==> src/rtl/factory_sat_counter.sv <==
// Saturating up-counter with synchronous clear; clear wins over increment.
module factory_sat_counter #(
    parameter int W = 8
) (
    input  logic         clk_i,
    input  logic         rst_n_i,
    input  logic         inc_i,
    input  logic         clr_i,
    output logic [W-1:0] cnt_o,
    output logic         sat_o
);

    logic [W-1:0] cnt_q;
    logic [W-1:0] cnt_d;

    assign sat_o = &cnt_q;
    assign cnt_o = cnt_q;

    always_comb begin
        cnt_d = cnt_q;
        if (clr_i) begin
            cnt_d = '0;
        end else if (inc_i && !sat_o) begin
            cnt_d = cnt_q + 1'b1;
        end
    end

    always_ff @(posedge clk_i) begin
        if (!rst_n_i) begin
            cnt_q <= '0;
        end else begin
            cnt_q <= cnt_d;
        end
    end

endmodule

==> config.mk <==
export PLATFORM = sky130hd
export DESIGN_NAME = factory_sat_counter
export DESIGN_NICKNAME = d
export VERILOG_FILES = /design/src/rtl/factory_sat_counter.sv
export SDC_FILE = /design/constraint.sdc
export NUM_CORES = 1
export LEC_CHECK = 0
export ABC_AREA = 0
export CORE_AREA = 10 10 47 49
export DETAILED_ROUTE_END_ITERATION = 6
export DIE_AREA = 0 0 57 59
export SYNTH_ARGS = -nofsm -noshare
export SYNTH_HDL_FRONTEND = slang
export SYNTH_SLANG_ARGS = --single-unit
==> constraint.sdc <==
create_clock -name clk_i -period 1.75 [get_ports clk_i]
set_input_delay 0.175 -clock clk_i [delete_from_list [all_inputs] [get_ports clk_i]]
set_output_delay 0.175 -clock clk_i [all_outputs]
set_load 0.03 [all_outputs]
# == Word level (Yosys, flattened, before mapping) ==
# Index checks and enable logic that the tools add are counted.
# word_totals
out_inout_bits,9
ff_bits,8
word_cells,7
input_bits,4
# classes
bitwise,1
reduce_logical,4
add_sub_neg,1
# ops
cell,n
$add 8x1->8 const B,1
$reduce_and 8->1,1
$reduce_or 2->1,1
$logic_and 1x1->1,1
$logic_not 1->1,1
$not 1->1,1

# == Depth between registers and ports, before layout ==
# Gate-level depths: netlist of the first run.
# logic_depth
depth_word,3
depth_mapped,4

# == Worst setup path before layout of the first run ==
# No wires, ideal clock.
# synth_path
path_type,reg2reg
start,register cnt_q[0] (netlist: cnt_o[0])
end,register cnt_q[6] (netlist: cnt_o[6])
period_less_slack_ns,1.605
n_path_buf,0
setup_ns,0.115
path_stages_with_launch,5
t_arrival_ns,1.490
slack_ns,0.145
cell_sequence,dfxtp_1 > ha_1 > nand3_1 > or4_1 > and3_1
# synth_between
elab_chain_len,3
# synth_lines
element,line,source
from (decl),13,logic [W-1:0] cnt_q;
from (signal assigned),32,cnt_q <= cnt_d;
"parallel branches: the longest is 3 deep, another holds $add 8x1->8",-,
# Parallel ways; which one is timed is not known.
# A chain may end at the register's enable or synchronous reset.

# == Final worst setup path of the first run ==
# layout_path
start,register cnt_q[3] (netlist: cnt_o[3])
end,output cnt_o[3]
# layout_rtl
element,line,source
to (decl),9,"output logic [W-1:0] cnt_o,"
# No word-level cell between the ends.

==> results.txt, run 1 <==
initial antenna violation count = 0
Hold Path Origin = cnt_o[0]
library cells used by synthesis = 24
root buf cell = clkbuf_4
final routed DRC violation total = 0
initial cell density of the core = 0.302
Final Critical Period = 1.62 ns
Slowest cell on crit path = clkdlybuf4s50_1
final setup fails = 0
Non-Filler Instances = 80
largest net degree at the start of global routing = 9
crit path kind = reg2out
Multi-input gate area = 254 um^2
Antenna Cells = 0
Post-Synth Simple-Gate Area = 0.302
DRT Pass-1 Iters = 4
cell taking the most area after synthesis = dfxtp_1
worst path bufs/invs = 1
Leak = 0.200 nW
post-synthesis adder-cell area fraction = 0.0296
CP Launch Type = flop
Clock Pin Slew Worst Setup and Hold Paths = 0.06 ns
reg-to-reg startpoint = cnt_o[1]
Achievable Freq = 0.617 GHz
outcome = complete, no violations
Die Wd = 57 um
per-cell routed wire length = 13.1 um
vias per cell = 5.25
asr flop ratio synth = 0
Worst Path Required = 1.57 ns
max_cap viols = 0
GRT met2 Usage = 0.0992
Slew HR = 0.694
number of flops mapped to enable cells by yosys = 0
CTS tree = yes
most used routing layer = met2
final worst slack = 0.130 ns
number of flip-flops in the largest register = 8
I/O pins = 13
Most used DFF post-synth = dfxtp_1
die area = 3360 um^2
Pwr Density = 611 nW/um^2
xor and xnor area share after synthesis = 0
Final Slew Violations = 0
Fin. Hold Viols = 0
post-synthesis mux area share = 0.0473
Fin Setup TNS = 0 ns
critical-path maximum fanout = 8
gr ovfl total = 0
Initial DRC Count = 9
sequential share of the synthesized area = 0.379
CTS Buffer Depth = 2
H-tree depth = 1
GR Util All Layers = 0.0698
Routed Antenna Nets = 0
RePlAce Congestion = 0.748
warnings from Yosys = 0
commonest non-fill, non-tap cell in the layout = clkdlybuf4s50_1
Worst Hold Class = reg2reg
Num CTS Buffers = 3
RSZ-0062 raised after global routing = no
CP top delay family = buffers and inverters
Row Count = 14
top cells by area, synth = dfxtp_1 (38%), a21oi_1 (7.1%), nand2_1 (5.3%)
pre-CTS setup slack = 0.170 ns
layout cell share with drive strength beyond 1 = 0.125
via count = 420
register area = 161 um^2
post-layout util = 0.416
Die Ht = 59 um
# clock sinks = 8
CP startpoint = cnt_o[3]
clk_lat worst skew = 0.25 ns
most frequent cells in the layout = clkdlybuf4s50_1 (11), dfxtp_1 (7), nand2_1 (6), a21oi_1 (6)
Synth Instances = 50
peak supply drop = 0.310 mV
vias in the first global route = 409
slew of the pin with the lowest slew margin = 0.459 ns
placed insts = 77
post-synthesis compound-gate area fraction = 0.213
synth-to-layout area growth = 37.9%
post-detail-place hpwl = 805 um
post-synth top area share = 0.379
IO buf count = 12
largest family of logic cells by synthesized area = simple AND/OR/NAND/NOR gates
Worst path max stage delay = 0.73 ns
Fillers = 144
Layout Skew = 0.00234 ns
met3 usage = 0.0429
Synth Register Bits = 8
Layout Nets = 71
crit path cell chain = clkdlybuf4s50_1
first-pass GRT wire length = 1.95 mm
DRT Wirelength = 1.05 mm
CORE AREA = 1400 um^2
CP Capture Type = output port
Crit path arrival time = 1.44 ns
syn_nets = 55
Final Cycle Share = 0.926
Mean Syn Cell Area = 8.46 um^2
met1 usage = 0.0849
Syn Std Cell Area = 423 um^2
area by class of cell:
| class | count | share of cell area |
|---|---|---|
| repair buffers | 12 | 0.202 |
| inverters | 2 | 0.0129 |
| flip-flops and latches | 8 | 0.277 |
| well taps | 16 | 0.0343 |
| multi-input cells | 39 | 0.436 |
| clock buffers | 3 | 0.0386 |
cells by family after synthesis:
kind of cell	Yosys count
mux	2
simple gates	22
fa+ha+maj	1
buf+inv	3
compound gates	14
flops	8
routing by layer:
layer | part of all wire | wire (um)
met2 | 0.42 | 441
met1 | 0.47 | 494
met5 | 0 | 0
met4 | 0 | 0
met3 | 0.10 | 109
stage by stage:
stage                     hold slack (ns)  total power, W  cell area (um^2)
after floorplan                     0.368        0.000202               423
after global placement              0.514        0.000216               556
after detailed placement            0.510        0.000216               556
after CTS                           0.518        0.000357               578
after global routing                0.522        0.000370               583
final                               0.498        0.000356               583
final timing paths:
kind | depth (start not counted) | end | slack (ns)
max | 1 | cnt_o[3] | 0.13
min | 2 | cnt_o[0] | 0.50
max reg2reg | 4 | cnt_o[6] | 0.30
min reg2reg | 2 | cnt_o[0] | 0.50
synth_stat cells, types with 2 or more instances:
cell type / count
mux2i_1: 2
and3_1: 2
a21oi_1: 6
inv_1: 2
nand2_1: 6
dfxtp_1: 8
nor3_1: 3
and4_1: 2
o21ai_0: 2
nand4_1: 2
nand2b_1: 2
power by group:
part           switching (W)  internal, W
Sequential        0.00000238     0.000184
Combinational      0.0000130    0.0000130
Clock              0.0000652    0.0000787
Total              0.0000805     0.000276
what timing repair did:
item | in CTS | in global routing
setup buffers | 0 | 0
gates resized for setup | 0 | 3
setup endpoints to repair | 0 | 1
hold buffers | 0 | 0
(Power assumes the default switching activity.)
==> run 2: changes to the inputs <==
--- a/config.mk
+++ b/config.mk
@@ -6,6 +6,7 @@
 export NUM_CORES = 1
 export LEC_CHECK = 0
 export ABC_AREA = 0
+export ABC_CLOCK_PERIOD_IN_PS = 1750
 export CORE_AREA = 10 10 47 49
 export DETAILED_ROUTE_END_ITERATION = 6
 export DIE_AREA = 0 0 57 59
==> results of run 2 <==
Final layout, timing and power as in run 1 (identical DEF).
==> run 3: changes to the inputs <==
--- a/config.mk
+++ b/config.mk
@@ -8,6 +8,7 @@
 export ABC_AREA = 0
 export ABC_CLOCK_PERIOD_IN_PS = 1750
 export CORE_AREA = 10 10 47 49
+export CTS_CLUSTER_SIZE = 28
 export DETAILED_ROUTE_END_ITERATION = 6
 export DIE_AREA = 0 0 57 59
 export SYNTH_ARGS = -nofsm -noshare
==> results of run 3 <==
Final layout, timing and power as in run 1 (identical DEF).
